[src/rtl/imem_loader_pkg.sv]
// Shared definitions for the instruction-memory loader, the memory it feeds and its bench.
// Covers memory geometry, the byte-stream format and the loader state encoding.
package imem_loader_pkg;

  localparam int IMEM_DEPTH     = 64;
  localparam int IMEM_ADDR_W    = 6;
  localparam int WORD_W         = 32;
  localparam int BYTE_W         = 8;
  localparam int BYTES_PER_WORD = WORD_W / BYTE_W;
  localparam int BYTE_IDX_W     = $clog2(BYTES_PER_WORD);
  localparam int LEN_MIN        = 1;

  typedef enum logic [2:0] {
    ST_IDLE  = 3'd0,
    ST_LEN   = 3'd1,
    ST_DATA  = 3'd2,
    ST_WRITE = 3'd3,
    ST_DONE  = 3'd4,
    ST_ERR   = 3'd5
  } state_t;

  // A length byte is usable only if it names 1..depth words.
  function automatic logic len_is_legal(input logic [BYTE_W-1:0] len, input int depth);
    return (int'(len) >= LEN_MIN) && (int'(len) <= depth);
  endfunction

endpackage

[src/rtl/imem_loader_byte_word_packer.sv]
// Assembles four consecutive stream bytes into one little-endian 32-bit word.
// The word output already includes the byte being accepted, so it is complete when word_full is high.
module byte_word_packer
  import imem_loader_pkg::*;
(
  input  logic              clk,
  input  logic              rst_n,
  input  logic              clear,
  input  logic              byte_valid,
  input  logic [BYTE_W-1:0] byte_data,
  output logic              word_full,
  output logic [WORD_W-1:0] word
);

  logic [BYTE_IDX_W-1:0] idx_reg;
  logic [WORD_W-1:0]     word_reg;
  logic [WORD_W-1:0]     word_next;

  genvar gi;
  generate
    for (gi = 0; gi < BYTES_PER_WORD; gi++) begin : g_lane
      assign word_next[gi*BYTE_W +: BYTE_W] =
        (byte_valid && (idx_reg == BYTE_IDX_W'(gi))) ? byte_data : word_reg[gi*BYTE_W +: BYTE_W];
    end
  endgenerate

  assign word_full = byte_valid && (idx_reg == BYTE_IDX_W'(BYTES_PER_WORD - 1));
  assign word      = word_next;

  always_ff @(posedge clk or negedge rst_n) begin
    if (!rst_n) begin
      idx_reg  <= '0;
      word_reg <= '0;
    end else if (clear) begin
      idx_reg  <= '0;
    end else if (byte_valid) begin
      idx_reg  <= idx_reg + 1'b1;
      word_reg <= word_next;
    end
  end

endmodule

[src/rtl/imem_loader.sv]
// Loads a length-prefixed little-endian byte stream into the instruction memory write port,
// holding the CPU until a load completes successfully.
module imem_loader
  import imem_loader_pkg::*;
#(
  parameter int DEPTH          = IMEM_DEPTH,
  parameter int ADDR_W         = IMEM_ADDR_W,
  parameter int TIMEOUT_CYCLES = 1000000
) (
  input  logic              clk,
  input  logic              rst_n,
  input  logic              start,
  input  logic              in_valid,
  input  logic [BYTE_W-1:0] in_data,
  output logic              in_ready,
  output logic              mem_we,
  output logic [ADDR_W-1:0] mem_addr,
  output logic [WORD_W-1:0] mem_wdata,
  output logic              cpu_hold,
  output logic              busy,
  output logic              done,
  output logic              error,
  output logic [ADDR_W:0]   words_loaded
);

  localparam int CNT_W = ADDR_W + 1;
  localparam int TO_W  = (TIMEOUT_CYCLES > 1) ? $clog2(TIMEOUT_CYCLES + 1) : 1;
  localparam logic [TO_W-1:0] TO_LAST = TO_W'((TIMEOUT_CYCLES > 0) ? TIMEOUT_CYCLES - 1 : 0);

  state_t              state_reg, state_next;
  logic [CNT_W-1:0]    len_reg;
  logic [CNT_W-1:0]    words_reg;
  logic [TO_W-1:0]     idle_cnt_reg;
  logic [ADDR_W-1:0]   mem_addr_reg;
  logic [WORD_W-1:0]   mem_wdata_reg;
  logic                cpu_hold_reg;
  logic                error_reg;
  logic                xfer;
  logic                len_bad;
  logic                timeout_hit;
  logic                word_full;
  logic [WORD_W-1:0]   packed_word;

  assign xfer        = in_valid && in_ready;
  assign len_bad     = !len_is_legal(in_data, DEPTH);
  assign timeout_hit = (TIMEOUT_CYCLES != 0) && !xfer && (idle_cnt_reg == TO_LAST);

  byte_word_packer u_packer (
    .clk        (clk),
    .rst_n      (rst_n),
    .clear      (state_reg == ST_IDLE),
    .byte_valid (state_reg == ST_DATA && in_valid),
    .byte_data  (in_data),
    .word_full  (word_full),
    .word       (packed_word)
  );

  always_ff @(posedge clk or negedge rst_n) begin
    if (!rst_n) state_reg <= ST_IDLE;
    else        state_reg <= state_next;
  end

  always_comb begin
    state_next = state_reg;
    case (state_reg)
      ST_IDLE:  if (start) state_next = ST_LEN;
      ST_LEN: begin
        if (xfer)             state_next = len_bad ? ST_ERR : ST_DATA;
        else if (timeout_hit) state_next = ST_ERR;
      end
      ST_DATA: begin
        if (word_full)        state_next = ST_WRITE;
        else if (timeout_hit) state_next = ST_ERR;
      end
      ST_WRITE: state_next = ((words_reg + 1'b1) == len_reg) ? ST_DONE : ST_DATA;
      ST_DONE:  state_next = ST_IDLE;
      ST_ERR:   state_next = ST_IDLE;
      default:  state_next = ST_IDLE;
    endcase
  end

  always_comb begin
    in_ready = (state_reg == ST_LEN) || (state_reg == ST_DATA);
    mem_we   = (state_reg == ST_WRITE);
    busy     = (state_reg != ST_IDLE);
    done     = (state_reg == ST_DONE);
  end

  always_ff @(posedge clk or negedge rst_n) begin
    if (!rst_n) begin
      len_reg       <= '0;
      words_reg     <= '0;
      idle_cnt_reg  <= '0;
      mem_addr_reg  <= '0;
      mem_wdata_reg <= '0;
      cpu_hold_reg  <= 1'b0;
      error_reg     <= 1'b0;
    end else begin
      if (state_reg == ST_IDLE && start) begin
        cpu_hold_reg <= 1'b1;
        error_reg    <= 1'b0;
        words_reg    <= '0;
      end
      if (state_reg == ST_LEN && xfer && !len_bad) len_reg <= CNT_W'(in_data);
      // Address and data are captured with the 4th byte and then held until the next word.
      if (state_reg == ST_DATA && word_full) begin
        mem_addr_reg  <= words_reg[ADDR_W-1:0];
        mem_wdata_reg <= packed_word;
      end
      if (state_reg == ST_WRITE) words_reg <= words_reg + 1'b1;
      if (state_next == ST_DONE) cpu_hold_reg <= 1'b0;
      if (state_next == ST_ERR)  error_reg    <= 1'b1;
      // Idle counter only advances while waiting for a byte; any transfer or other state clears it.
      if ((state_reg == ST_LEN || state_reg == ST_DATA) && !xfer && (TIMEOUT_CYCLES != 0))
        idle_cnt_reg <= idle_cnt_reg + 1'b1;
      else
        idle_cnt_reg <= '0;
    end
  end

  assign mem_addr     = mem_addr_reg;
  assign mem_wdata    = mem_wdata_reg;
  assign cpu_hold     = cpu_hold_reg;
  assign error        = error_reg;
  assign words_loaded = words_reg;

endmodule

[config.mk]
export PLATFORM = sky130hd
export DESIGN_NAME = imem_loader
export DESIGN_NICKNAME = d
export VERILOG_FILES = /design/src/rtl/imem_loader_pkg.sv /design/src/rtl/imem_loader_byte_word_packer.sv /design/src/rtl/imem_loader.sv
export SDC_FILE = /design/constraint.sdc
export NUM_CORES = 1
export LEC_CHECK = 0
export CORE_MARGIN = 1
export CORE_UTILIZATION = 32
export DETAILED_ROUTE_END_ITERATION = 8
export SLEW_MARGIN = 40
export SYNTH_ARGS = -nofsm -noshare
export SYNTH_HDL_FRONTEND = slang
export SYNTH_SLANG_ARGS = --single-unit
export TNS_END_PERCENT = 5
[constraint.sdc]
create_clock -name clk -period 1.9 [get_ports clk]
set_input_delay 0.285 -clock clk [delete_from_list [all_inputs] [get_ports clk]]
set_output_delay 0.285 -clock clk [all_outputs]
set_load 0.02 [all_outputs]
After elaboration in Yosys (flattened, before gate mapping)

Cells that the tools add are included.

Bits in read-only memories: 0
Output and inout bits: 51
Logic and storage cells: 70
Memory bits (writable): 0
Flip-flop bits (word level): 111
Bits in latches: 0
Memories: 0

Reduce and logical (&&, ||, !) cells: 23
Div/mod/pow operators: 0
Magnitude comparators: 2
Shift operators: 0
Mux-type cells: 20
Eq/ne operators: 11
Bitwise operators: 1
Add/subtract/negate cells: 3
$mul: 0

Operator list:

| kind                                                            | count |
|---|---|
| 2-to-1 mux 8 bit                                                | 4 |
| adder 20 x 1 -> 20 bit (second input constant)                  | 1 |
| equality test 20 bit (second input constant)                    | 1 |
| 2-to-1 mux 20 bit                                               | 1 |
| 2-to-1 mux 3 bit                                                | 6 |
| 2-to-1 mux 7 bit                                                | 2 |
| logical AND 1 bit                                               | 13 |
| one-hot mux 3 bit (4 select lines)                              | 1 |
| equality test 3 bit (second input constant)                     | 3 |
| >= comparator 8 x 1 -> 1 bit (second input constant)            | 1 |
| less-or-equal comparator 8 x 7 -> 1 bit (second input constant) | 1 |
| nonzero test 2 bit                                              | 4 |
| adder 7 x 1 -> 7 bit (second input constant)                    | 1 |
| equality test 7 bit                                             | 1 |
| equality test 3 x 2 -> 1 bit (second input constant)            | 2 |
| equality test 2 bit (second input constant)                     | 2 |
| 2-to-1 mux 1 bit                                                | 4 |
| 2-to-1 mux 2 bit                                                | 2 |
| equality test 3 x 1 -> 1 bit (second input constant)            | 1 |
| logical NOT 3 bit                                               | 1 |
| nonzero test 3 bit                                              | 1 |
| adder 2 x 1 -> 2 bit (second input constant)                    | 1 |
| equality test 2 x 1 -> 1 bit (second input constant)            | 1 |
| logical NOT 2 bit                                               | 1 |
| 4 further kinds                                                 | 4 |

Longest topological paths before layout

Word-level depth: 10
Mapped depth: 9
Depth with buffers taken out: 7

By module

A second synthesis with hierarchy kept.

Cells, all modules: 422
Area, all modules: 5345.1 µm²

Modules (own cells, without submodules):

| module           | times used | cells each | area an instance (µm²) |
|---|---|---|---|
| imem_loader      | 1          | 304        | 3569.7 |
| byte_word_packer | 1          | 118        | 1775.5 |

Worst setup path after synthesis

No wires, ideal clock.

Path kind: reg-to-reg
From: register state_reg[1]
To: register len_reg[0]
Stages on the path, launching flop included: 7
Path buffers: 2
Arrival: 1.969 ns
Path slack: -0.195 ns
Path through: dfrtp_1 > buf_4 > xnor2_1 > or4b_4 > or4_4 > buf_6 > mux2_4

Cells in the longest elaborated chain, start to end: 5
Elaborated cells on any way between the ends: 6

Ends and longest elaborated chain:

| what                                                                         | RTL line                              | RTL |
|---|---|---|
| from (decl)                                                                  | imem_loader.sv:30                     | `state_t state_reg, state_next;` |
| from (signal assigned)                                                       | imem_loader.sv:60                     | `else state_reg <= state_next;` |
| equality test 3 x 1 -> 1 bit or equality test 3 x 2 -> 1 bit (tied branches) | imem_loader.sv:83, imem_loader.sv:104 |  |
| logical OR 1 bit                                                             | imem_loader.sv:83                     | `in_ready = (state_reg == ST_LEN) \|\| (state_reg == ST_DATA);` |
| logical AND 1 bit                                                            | imem_loader.sv:44                     | `assign xfer = in_valid && in_ready;` |
| logical AND 1 bit (*) (2 in series)                                          | imem_loader.sv:104                    | `if (state_reg == ST_LEN && xfer && !len_bad) len_reg <= CNT_W'(in_data);` |
| to (signal assigned)                                                         | imem_loader.sv:104                    |  |
| to (decl)                                                                    | imem_loader.sv:31                     | `logic [CNT_W-1:0] len_reg;` |

Mark *: on every way between the ends. The rest lies on a longest branch, timed or not.
A chain may end at the register's enable or synchronous reset.

Worst setup path after layout

From: register state_reg[0]
To: register len_reg[4]

Same word-level chain as after synthesis.

==> metrics.txt <==
# TYPE chip_impl_metric gauge
chip_impl_info{name="outcome",value="finished, violations left"} 1
chip_impl_info{name="violations",value="negative setup slack"} 1
chip_impl_metric{name="die_ht",unit="um"} 120.9
chip_impl_metric{name="synth_area",unit="mm2"} 0.004527
chip_impl_metric{name="yosys_warnings",unit=""} 0
chip_impl_metric{name="total_power",unit="mW"} 6.222
chip_impl_metric{name="p_per_area",unit="mW/mm2"} 1031
chip_impl_metric{name="drtIter0Drc",unit=""} 124
chip_impl_metric{name="cp_data_required_time",unit="ns"} 2.13
chip_impl_metric{name="data_arrival_time_at_the_worst_slack_endpoint",unit="ns"} 2.32
chip_impl_metric{name="via_per_inst",unit=""} 4.702
chip_impl_metric{name="postSynthCellCount",unit=""} 444
chip_impl_metric{name="floorplan.rows",unit=""} 43
chip_impl_metric{name="largest_register_ff_count",unit=""} 32
chip_impl_metric{name="dp_hpwl",unit="mm"} 7.401
chip_impl_info{name="final_common_cell",value="sky130_fd_sc_hd__nand2_1"} 1
chip_impl_metric{name="place_congestion",unit=""} 0.8508
chip_impl_metric{name="grt_max_degree",unit=""} 46
chip_impl_metric{name="final_nets",unit=""} 567
chip_impl_metric{name="cts.clk_slew.worst_paths",unit="ns"} 0.08
chip_impl_metric{name="max_slew.worst_pin.slew",unit="ns"} 0.4584
chip_impl_metric{name="clk_path_buf_depth",unit=""} 2
chip_impl_metric{name="finalWirelength",unit="mm"} 10.40
chip_impl_metric{name="final_layout_size_suffix_gt1_frac",unit=""} 0.1949
chip_impl_info{name="criticalPathCategory",value="flop to flop"} 1
chip_impl_metric{name="dpl-instance-area",unit="mm2"} 0.005668
chip_impl_metric{name="leakagePower",unit="nW"} 2.904
chip_impl_metric{name="dieArea",unit="mm2"} 0.01463
chip_impl_metric{name="grtUsageMet2",unit=""} 0.2557
chip_impl_metric{name="via_count",unit=""} 3451
chip_impl_metric{name="grt_util_all_layers",unit=""} 0.1564
chip_impl_metric{name="remaining_drcs",unit=""} 0
chip_impl_metric{name="numCtsBuffers",unit=""} 9
chip_impl_info{name="cell_at_the_root_of_the_clock_tree",value="sky130_fd_sc_hd__clkbuf_16"} 1
chip_impl_metric{name="max_slew_margin",unit=""} 0.6933
chip_impl_metric{name="synth-edff-count",unit=""} 0
chip_impl_metric{name="grt_pass1_vias",unit=""} 3546
chip_impl_info{name="most-common-layout-cells",value="sky130_fd_sc_hd__nand2_1, sky130_fd_sc_hd__dfrtp_1, sky130_fd_sc_hd__clkdlybuf4s50_1"} 1
chip_impl_metric{name="groute.layer.met1.usage",unit=""} 0.2069
chip_impl_metric{name="finalHoldWorstSlack",unit="ns"} 0.4220
chip_impl_info{name="synthFlopType",value="sky130_fd_sc_hd__dfrtp_1"} 1
chip_impl_metric{name="fp.coreArea",unit="mm2"} 0.01383
chip_impl_info{name="tritoncts",value="yes"} 1
chip_impl_metric{name="firstDrtPassIters",unit=""} 5
chip_impl_metric{name="timing.fmax",unit="MHz"} 479.4
chip_impl_metric{name="final.setup_skew",unit="ns"} 0.01379
chip_impl_metric{name="timing_max_transition_violations_final",unit=""} 0
chip_impl_metric{name="grt_overflow_total",unit=""} 0
chip_impl_metric{name="synth_seq_area_share",unit=""} 0.5694
chip_impl_info{name="hold_class",value="input port to asynchronous set/reset pin"} 1
chip_impl_metric{name="vdd_drop_max",unit="uV"} 490.0
chip_impl_metric{name="cap_viol_max_count",unit=""} 0
chip_impl_info{name="critical_path_launch_point_type",value="flop"} 1
chip_impl_metric{name="cts_max_level",unit=""} 3
chip_impl_metric{name="antenna_violations_before_repair",unit=""} 0
chip_impl_metric{name="finish_stage_setup_viols",unit=""} 11
chip_impl_metric{name="area_delta_synth_final",unit="%"} 33.31
chip_impl_metric{name="timing.final.ws_setup",unit="ns"} -0.1857
chip_impl_metric{name="crit_path_max_fanout",unit=""} 5
chip_impl_metric{name="min_period_over_period",unit=""} 1.098
chip_impl_metric{name="route.detailed.wl_per_inst",unit="um"} 14.17
chip_impl_info{name="top_usage_layer",value="met2"} 1
chip_impl_metric{name="synthesis.nets",unit=""} 462
chip_impl_metric{name="cts.sinks",unit=""} 103
chip_impl_metric{name="core_util_final",unit=""} 0.4364
chip_impl_metric{name="synthesis.area_per_instance",unit="um2"} 10.20
chip_impl_metric{name="finalInstanceArea",unit="mm2"} 0.006035
chip_impl_info{name="crit_path_end_kind",value="flop"} 1
chip_impl_metric{name="routing_usage_on_met3",unit=""} 0.03055
chip_impl_metric{name="worst-r2r-setup-slack",unit="ns"} -0.19
chip_impl_metric{name="synthArstFlopShare",unit=""} 1.000
chip_impl_metric{name="portBuffers",unit=""} 62
chip_impl_metric{name="floorplan.initialDensity",unit=""} 0.3274
chip_impl_metric{name="synth.ff_latch_count",unit=""} 103
chip_impl_metric{name="reg2regPathDepth",unit=""} 4
chip_impl_metric{name="timing.final.hold_violations",unit=""} 0
chip_impl_metric{name="io_pins",unit=""} 63
chip_impl_metric{name="dp_slack",unit="ns"} -0.7619
chip_impl_metric{name="antenna_violating_nets_post_route",unit=""} 0
chip_impl_metric{name="finalCriticalPeriod",unit="ns"} 2.086
chip_impl_metric{name="grt_first_pass_wirelength",unit="mm"} 17.69
chip_impl_info{name="rsz0062_at_grt",value="true"} 1
chip_impl_metric{name="netlist-cell-type-count",unit=""} 46
chip_impl_metric{name="die_width",unit="um"} 120.9
chip_impl_metric{name="clock_latency",unit="ns"} 0.34
chip_impl_metric{name="insertedDiodeCount",unit=""} 0
[cell families (layout without fill, tap and decap cells)]
kind of cell / after synthesis / after routing / synth area share
buf+inv: 26 / 135 / 0.02460
compound gates: 36 / 36 / 0.05031
xor+xnor: 26 / 26 / 0.05030
fa+ha+maj: 6 / 6 / 0.01658
mux: 32 / 32 / 0.08541
simple gates: 215 / 216 / 0.2034
flops: 103 / 103 / 0.5694
[critical path, stage by stage (launching register included)]
cell	delay, ns
sky130_fd_sc_hd__dfrtp_1	0.41
sky130_fd_sc_hd__xnor2_2	0.16
sky130_fd_sc_hd__or4b_4	0.51
sky130_fd_sc_hd__or4_4	0.57
sky130_fd_sc_hd__mux2_4	0.32
[per-stage QoR]
step,setup TNS [ns],cells
2_1_floorplan,-1.539,444
3_3_place_gp,-7.893,714
3_5_place_dp,-9.507,714
4_1_cts,-1.497,732
5_1_grt,-2.850,734
6_report,-1.411,734
[path summary, 6_finish.rpt]
path	startpoint	endpoint
setup / recovery	state_reg[0]$_DFF_PN0_	len_reg[4]$_DFFE_PN0P_
hold reg to reg	mem_addr[5]$_DFFE_PN0P_	mem_addr[5]$_DFFE_PN0P_
setup reg to reg	state_reg[0]$_DFF_PN0_	len_reg[4]$_DFFE_PN0P_
max in group asynchronous	rst_n	idle_cnt_reg[1]$_DFF_PN0_
hold / removal	rst_n	mem_wdata[17]$_DFFE_PN0P_
min in group clk	mem_addr[5]$_DFFE_PN0P_	mem_addr[5]$_DFFE_PN0P_
[metal layers]
metal,routed length [um],up-vias
met5,0,-
met4,155,0
met3,337,9
met2,4981,73
met1,4927,1687
li1,-,1682
[what timing repair did]
action                                  CTS  global route
endpoints found under the hold margin    27             0
cloned                                    1             0
pin swaps                                 2             0
hold buffers                              1             0
setup buffers                             0             2
gates resized for setup                  16             5
endpoints found under the setup margin   16            45
[synth_stat cells, types with 2 or more instances]
cell / instances / area, um2
sky130_fd_sc_hd__nand3_1: 13 / 65.06
sky130_fd_sc_hd__clkbuf_1: 13 / 48.80
sky130_fd_sc_hd__ha_1: 6 / 75.07
sky130_fd_sc_hd__or3_1: 3 / 18.77
sky130_fd_sc_hd__mux2_2: 25 / 281.5
sky130_fd_sc_hd__a31oi_1: 2 / 12.51
sky130_fd_sc_hd__nand4_1: 4 / 25.02
sky130_fd_sc_hd__o21ai_0: 13 / 65.06
sky130_fd_sc_hd__xor2_1: 18 / 157.7
sky130_fd_sc_hd__nor3_1: 7 / 35.03
sky130_fd_sc_hd__nand2_1: 139 / 521.8
sky130_fd_sc_hd__nor2_1: 30 / 112.6
sky130_fd_sc_hd__o31ai_1: 2 / 15.01
sky130_fd_sc_hd__xnor2_1: 8 / 70.07
sky130_fd_sc_hd__o2111ai_1: 2 / 17.52
sky130_fd_sc_hd__and2_1: 2 / 12.51
sky130_fd_sc_hd__a22o_1: 2 / 17.52
sky130_fd_sc_hd__inv_1: 8 / 30.03
sky130_fd_sc_hd__a21oi_1: 7 / 35.03
sky130_fd_sc_hd__buf_2: 2 / 10.01
sky130_fd_sc_hd__and2_0: 2 / 12.51
sky130_fd_sc_hd__dfrtp_1: 103 / 2577
sky130_fd_sc_hd__mux2_4: 7 / 105.1
sky130_fd_sc_hd__and3_1: 4 / 25.02
[area by class of cell]
type,instances,area [um2]
Sequential cell,103,2577
Fill cell,1307,7792
Multi-Input combinational cell,316,1892
Tap cell,180,225.2
Clock buffer,9,225.2
Inverter,9,33.78
Timing Repair Buffer,110,1012
Clock inverter,7,68.82
[where the power goes]
group	internal [mW]	switching, mW	leakage [nW]
clock	0.926	0.883	0.143
combinational	0.855	0.868	1.36
sequential	2.52	0.172	1.40
No activity file was read; power rests on OpenSTA's default activity.
